$ cat src/rtl/jigsaw_net_rx_framer.sv
// Jigsaw RX framer: splits packets into a header beat plus byte-0-aligned payload beats.
// Optional payload length check is built when JIGSAW_RX_LEN_CHECK_EN is defined.
module jigsaw_net_rx_framer #(
    parameter int DATA_BITS  = 512,
    parameter int KEEP_WIDTH = DATA_BITS / 8,
    parameter int HDR_BYTES  = 17
) (
    input  logic                  aclk,
    input  logic                  aresetn,
    input  logic [DATA_BITS-1:0]  s_tdata,
    input  logic [KEEP_WIDTH-1:0] s_tkeep,
    input  logic                  s_tvalid,
    input  logic                  s_tlast,
    output logic                  s_tready,
    output logic [DATA_BITS-1:0]  m_tdata,
    output logic [KEEP_WIDTH-1:0] m_tkeep,
    output logic                  m_tvalid,
    output logic                  m_tlast,
    input  logic                  m_tready,
    output logic [31:0]           drop_cnt,
    output logic                  len_err
);

    localparam int HDR_BITS = HDR_BYTES * 8;
    localparam int RES_BITS = DATA_BITS - HDR_BITS;
    localparam int RES_KEEP = KEEP_WIDTH - HDR_BYTES;

    localparam logic [7:0] OP_DMA_RD   = 8'd0;
    localparam logic [7:0] OP_WRITE    = 8'd1;
    localparam logic [7:0] OP_MMIO_RSP = 8'd2;

    typedef enum logic [1:0] {ST_HDR, ST_PAY, ST_FLUSH, ST_DROP} state_t;

    state_t                state, state_next;
    logic [RES_BITS-1:0]   res_data, res_data_next;
    logic [RES_KEEP-1:0]   res_keep, res_keep_next;
    logic                  out_free, accept, load, drop_inc;
    logic [DATA_BITS-1:0]  out_data;
    logic [KEEP_WIDTH-1:0] out_keep;
    logic                  out_last;
    logic [7:0]            op;
    logic [RES_KEEP-1:0]   in_res_keep;

    assign op          = s_tdata[7:0];
    assign in_res_keep = s_tkeep[KEEP_WIDTH-1:HDR_BYTES];
    assign out_free    = !m_tvalid || m_tready;
    assign accept      = s_tvalid && s_tready;

    always_comb begin
        s_tready = 1'b0;
        case (state)
            ST_HDR, ST_PAY: s_tready = out_free;
            ST_FLUSH:       s_tready = 1'b0;
            ST_DROP:        s_tready = 1'b1;
            default:        s_tready = 1'b0;
        endcase
    end

    always_comb begin
        state_next    = state;
        res_data_next = res_data;
        res_keep_next = res_keep;
        load          = 1'b0;
        drop_inc      = 1'b0;
        out_data      = '0;
        out_keep      = '0;
        out_last      = 1'b0;
        case (state)
            ST_HDR: begin
                if (accept) begin
                    if (op == OP_DMA_RD || op == OP_MMIO_RSP) begin
                        load     = 1'b1;
                        out_data = {{RES_BITS{1'b0}}, s_tdata[HDR_BITS-1:0]};
                        out_keep = {{RES_KEEP{1'b0}}, {HDR_BYTES{1'b1}}};
                        out_last = 1'b1;
                        if (!s_tlast) state_next = ST_DROP;
                    end else if (op == OP_WRITE) begin
                        load          = 1'b1;
                        out_data      = {{RES_BITS{1'b0}}, s_tdata[HDR_BITS-1:0]};
                        out_keep      = {{RES_KEEP{1'b0}}, {HDR_BYTES{1'b1}}};
                        res_data_next = s_tdata[DATA_BITS-1:HDR_BITS];
                        res_keep_next = in_res_keep;
                        if (!s_tlast)          state_next = ST_PAY;
                        else if (|in_res_keep) state_next = ST_FLUSH;
                        else                   out_last   = 1'b1;
                    end else begin
                        drop_inc = 1'b1;
                        if (!s_tlast) state_next = ST_DROP;
                    end
                end
            end
            ST_PAY: begin
                if (accept) begin
                    load          = 1'b1;
                    out_data      = {s_tdata[HDR_BITS-1:0], res_data};
                    out_keep      = {s_tkeep[HDR_BYTES-1:0], res_keep};
                    res_data_next = s_tdata[DATA_BITS-1:HDR_BITS];
                    res_keep_next = in_res_keep;
                    if (s_tlast) begin
                        if (|in_res_keep) begin
                            state_next = ST_FLUSH;
                        end else begin
                            out_last   = 1'b1;
                            state_next = ST_HDR;
                        end
                    end
                end
            end
            ST_FLUSH: begin
                if (out_free) begin
                    load       = 1'b1;
                    out_data   = {{HDR_BITS{1'b0}}, res_data};
                    out_keep   = {{HDR_BYTES{1'b0}}, res_keep};
                    out_last   = 1'b1;
                    state_next = ST_HDR;
                end
            end
            ST_DROP: begin
                if (accept && s_tlast) state_next = ST_HDR;
            end
            default: state_next = ST_HDR;
        endcase
    end

    always_ff @(posedge aclk or negedge aresetn) begin
        if (!aresetn) begin
            state    <= ST_HDR;
            res_data <= '0;
            res_keep <= '0;
            drop_cnt <= '0;
        end else begin
            state    <= state_next;
            res_data <= res_data_next;
            res_keep <= res_keep_next;
            if (drop_inc) drop_cnt <= drop_cnt + 32'd1;
        end
    end

    // Single output register stage; contents are held whenever the sink stalls.
    always_ff @(posedge aclk or negedge aresetn) begin
        if (!aresetn) begin
            m_tvalid <= 1'b0;
            m_tdata  <= '0;
            m_tkeep  <= '0;
            m_tlast  <= 1'b0;
        end else if (out_free) begin
            m_tvalid <= load;
            if (load) begin
                m_tdata <= out_data;
                m_tkeep <= out_keep;
                m_tlast <= out_last;
            end
        end
    end

`ifdef JIGSAW_RX_LEN_CHECK_EN
    localparam int POP_W = $clog2(KEEP_WIDTH + 1);

    function automatic logic [POP_W-1:0] popcount(input logic [KEEP_WIDTH-1:0] k);
        logic [POP_W-1:0] c;
        c = '0;
        for (int i = 0; i < KEEP_WIDTH; i++) c = c + POP_W'(k[i]);
        return c;
    endfunction

    logic        wr_hdr, pay_beat;
    logic [63:0] len_cap, byte_sum, byte_sum_next, len_ref;

    assign wr_hdr        = (state == ST_HDR) && accept && (op == OP_WRITE);
    assign pay_beat      = load && ((state == ST_PAY) || (state == ST_FLUSH));
    assign byte_sum_next = wr_hdr ? 64'd0 : byte_sum + 64'(popcount(out_keep));
    assign len_ref       = wr_hdr ? s_tdata[HDR_BITS-1:HDR_BITS-64] : len_cap;

    // len_err rises together with the registered tlast beat of a write packet.
    always_ff @(posedge aclk or negedge aresetn) begin
        if (!aresetn) begin
            len_cap  <= '0;
            byte_sum <= '0;
            len_err  <= 1'b0;
        end else begin
            len_err <= 1'b0;
            if (wr_hdr || pay_beat) begin
                byte_sum <= byte_sum_next;
                if (wr_hdr)   len_cap <= s_tdata[HDR_BITS-1:HDR_BITS-64];
                if (out_last) len_err <= (byte_sum_next != len_ref);
            end
        end
    end
`else
    assign len_err = 1'b0;
`endif

endmodule

$ cat config.mk
export PLATFORM = sky130hd
export DESIGN_NAME = jigsaw_net_rx_framer
export DESIGN_NICKNAME = d
export VERILOG_FILES = /design/src/rtl/jigsaw_net_rx_framer.sv
export SDC_FILE = /design/constraint.sdc
export NUM_CORES = 2
export LEC_CHECK = 0
export ABC_AREA = 1
export BUFFER_PORTS_ARGS = -buffer_cell sky130_fd_sc_hd__buf_2
export CORE_AREA = 2 2 471 473
export CTS_CLUSTER_DIAMETER = 30
export DETAILED_ROUTE_END_ITERATION = 12
export DIE_AREA = 0 0 473 475
export GPL_ROUTABILITY_DRIVEN = 0
export GPL_TIMING_DRIVEN = 0
export PLACE_DENSITY_LB_ADDON = 0.1
export SYNTH_ARGS = -nofsm -noshare
export SYNTH_HDL_FRONTEND = slang
export SYNTH_SLANG_ARGS = --single-unit
$ cat constraint.sdc
create_clock -name aclk -period 2.4 [get_ports aclk]
set_clock_uncertainty 0.15 [all_clocks]
set_input_delay 0.24 -clock aclk [delete_from_list [all_inputs] [get_ports aclk]]
set_output_delay 0.24 -clock aclk [all_outputs]
set_load 0.01 [all_outputs]
==> flow_summary.json <==
{
  "status": "finished, violations left",
  "violations": "negative hold slack",
  "r2r-start": "m_tvalid",
  "slew_viol_final": 0,
  "synth-async-reset-ratio": 1.00,
  "die_w_um": 473,
  "cts.clk_slew.worst_paths_ns": 0.04,
  "fillerInstances": 23100,
  "clk_path_buf_depth": 4,
  "rr_worst_depth": 13,
  "die-area_um2": 225000,
  "synth_area_leaders": "dfrtp_1, nand2_1, inv_1, a21oi_1, nor2_1",
  "drive_gt1_frac": 0.288,
  "ys_ff_latch": 1035,
  "coreArea_um2": 219000,
  "viasPerCell": 4.03,
  "syn-num-nets": 4857,
  "ant_nets": 0,
  "max_freq_mhz": 442,
  "final_cells": 9944,
  "synth_edf_count": 0,
  "grt_pass1_vias": 42600,
  "numPortBuffers": 1191,
  "cp.arrival_ns": 2.82,
  "grt_max_degree": 154,
  "clock_sinks": 1035,
  "die_h_um": 475,
  "place_inst": 8346,
  "grt_usage": 0.189,
  "hold_viol_final": 408,
  "cts-root-buf": "clkbuf_16",
  "first_pass_iters": 6,
  "yosys.cell_types.count": 39,
  "drc_errors": 0,
  "cts_tree": "yes",
  "postSynthAreaPerCell_um2": 9.55,
  "tns_ns": 0,
  "setup_viol": 0,
  "critPathKind": "in2reg",
  "power_leakage_nw": 37.0,
  "startpoint_type": "input port",
  "drt_iter0_drc": 1875,
  "yosys.area.top_type": "dfrtp_1",
  "whs_ns": -0.353,
  "rrSetupSlack_ns": 0.14,
  "ys_dominant_reg_cell": "dfrtp_1",
  "synth_warnings": 0,
  "rows": 172,
  "wl_um": 218000,
  "setup_ws_ns": 0.139,
  "fin_crit_ns": 2.26,
  "worst_ir_drop_vdd_uv": 896,
  "nets": 7361,
  "yosysSeqAreaShare": 0.635,
  "critPathMaxFanout": 10,
  "synth_top_area_share": 0.635,
  "finalCritPeriodShare": 0.942,
  "vias": 40100,
  "synth.cell_area_um2": 40800,
  "clock_latency_ns": 0.91,
  "grt_overflow_total": 0,
  "hold_path_class": "in2async",
  "cts-htree-levels": 5,
  "maxCapViolCount": 0,
  "initial_core_util": 0.186,
  "worst_ep_required_time_ns": 2.96,
  "ios": 1193,
  "reg2reg_to": "m_tdata[87]",
  "p_per_area_nw_per_um2": 1450,
  "dp_worst_setup_slack_ns": -1.43,
  "cts_made_buffers": 357,
  "syn_inst": 4275,
  "dpl.hpwl_um": 164000,
  "area_growth_pct": 77.6,
  "slew_headroom": 0.320,
  "avgRoutedWirePerCell_um": 21.9,
  "antenna_found_initial": 69,
  "grt_pass1_wl_um": 309000,
  "worstMarginPinSlew_ns": 1.02,
  "end_kind": "flop"
}
[layout make-up]
cell class,count,area (um2),area share
sequential,1035,25900,0.357
timing repair buffer,2145,15800,0.218
multi-input combinational,2441,11600,0.160
clock buffer,488,10100,0.140
tap,2871,3590,0.0496
inverter,547,2070,0.0286
clock inverter,127,1710,0.0235
buffer,252,1670,0.0230
antenna,38,95.1,0.00131
[stage by stage]
stage | hold slack [ns] | total power (W) | cell area (um2) | util
finish | -0.353 | 0.105 | 72500 | 0.331
global route | -0.330 | 0.111 | 72400 | 0.331
CTS | -0.306 | 0.107 | 72300 | 0.330
detailed placement | 0.0432 | 0.0582 | 50600 | 0.231
global placement | 0.302 | 0.0581 | 50400 | 0.230
floorplan | -0.206 | 0.0430 | 40800 | -
[where the power goes]
part	switching, W	internal (W)
registers	0.00355	0.0252
logic	0.0196	0.0108
clock network	0.0128	0.0328
total	0.0359	0.0688
[cells in the mapped netlist, types with 7 or more instances]
| library cell | number |
|---|---|
| xor2_1 | 20 |
| a21oi_1 | 368 |
| a41oi_1 | 7 |
| a31oi_1 | 10 |
| mux2_1 | 43 |
| buf_2 | 158 |
| nand2_1 | 888 |
| nand4_1 | 15 |
| a22o_1 | 49 |
| nand3_1 | 29 |
| nor2_1 | 449 |
| clkbuf_1 | 48 |
| buf_4 | 37 |
| o22ai_1 | 108 |
| buf_6 | 7 |
| nor3_1 | 15 |
| o21ai_1 | 172 |
| dfrtp_1 | 1035 |
| o21ai_0 | 218 |
| inv_1 | 541 |
| o22ai_2 | 20 |
| xnor2_1 | 10 |
[placed cells by master, fill, tap and decap left out, types with 5 or more instances in the layout]
| cell type | n |
|---|---|
| clkbuf_16 | 361 |
| buf_16 | 14 |
| dfrtp_1 | 1035 |
| buf_8 | 5 |
| inv_1 | 541 |
| buf_6 | 22 |
| dlygate4sd3_1 | 936 |
| xor2_1 | 20 |
| clkbuf_8 | 65 |
| o21ai_1 | 172 |
| nand4_1 | 15 |
| o22ai_2 | 21 |
| buf_4 | 59 |
| bufinv_16 | 37 |
| nor3_1 | 15 |
| o22ai_1 | 107 |
| mux2_1 | 43 |
| nor2_2 | 5 |
| a22o_1 | 49 |
| clkbuf_1 | 95 |
| o21ai_0 | 218 |
| clkbuf_4 | 15 |
| nand3_1 | 29 |
| buf_12 | 5 |
| a21oi_1 | 368 |
| buf_2 | 1292 |
| a41oi_1 | 7 |
| nor2_1 | 446 |
| clkinv_2 | 78 |
| diode_2 | 38 |
| a31oi_1 | 10 |
| inv_16 | 5 |
| nand2_1 | 887 |
| xnor2_1 | 10 |
| clkbuf_2 | 16 |
[worst max-delay path by stage]
stage,start,endpoint
CTS,m_tvalid,res_data[275]
finish,s_tdata[3],res_data[112]
detailed placement,s_tdata[1],res_data[83]
floorplan,m_tvalid,m_tdata[375]
global placement,aresetn,res_data[186]
global route,m_tvalid,m_tdata[467]
[timing repair]
item | in CTS | in global routing
hold buffers | 941 | 1
hold endpoints to repair | 1135 | 415
setup endpoints to repair | 1001 | 266
resized for setup | 108 | 30
pin swaps | 1 | 1
setup buffers | 2 | 1
[layer usage]
layer  track usage  routed length (um)  share of wire
met5             0                 215        0.00099
met4        0.0647                6780          0.031
met3        0.0639               17100          0.078
met2         0.311              103000           0.47
met1         0.231               90700           0.42
[logic make-up (layout without fill, tap and decap cells)]
logic type	after synthesis	count (layout)	share of synthesized area
buf+inv	799	3559	0.0831
mux	43	43	0.0119
simple gates	1410	1410	0.133
xor+xnor	30	30	0.00644
fa+ha+maj	1	1	0.000307
compound gates	956	956	0.130
other cells	1	39	0.0000919
flops	1035	1035	0.635
[state kept, by name, summed over array words and instances, names as in the netlist]
signal and count:
drop_cnt 32, m_tdata 512, m_tkeep 64, m_tlast 1, m_tvalid 1, res_data 376
res_keep 47, state 2
[worst max-delay path, stage by stage]
cell and delay [ns]:
dlygate4sd3_1 0.60, buf_2 0.15, nor2_1 0.22, nand3_1 0.21, nor2_2 0.24, o21ai_1 0.12
clkbuf_8 0.23, buf_6 0.19, clkbuf_4 0.22, nor2_1 0.27, a21oi_1 0.08
Note: power is estimated with default switching activity, not from simulation.
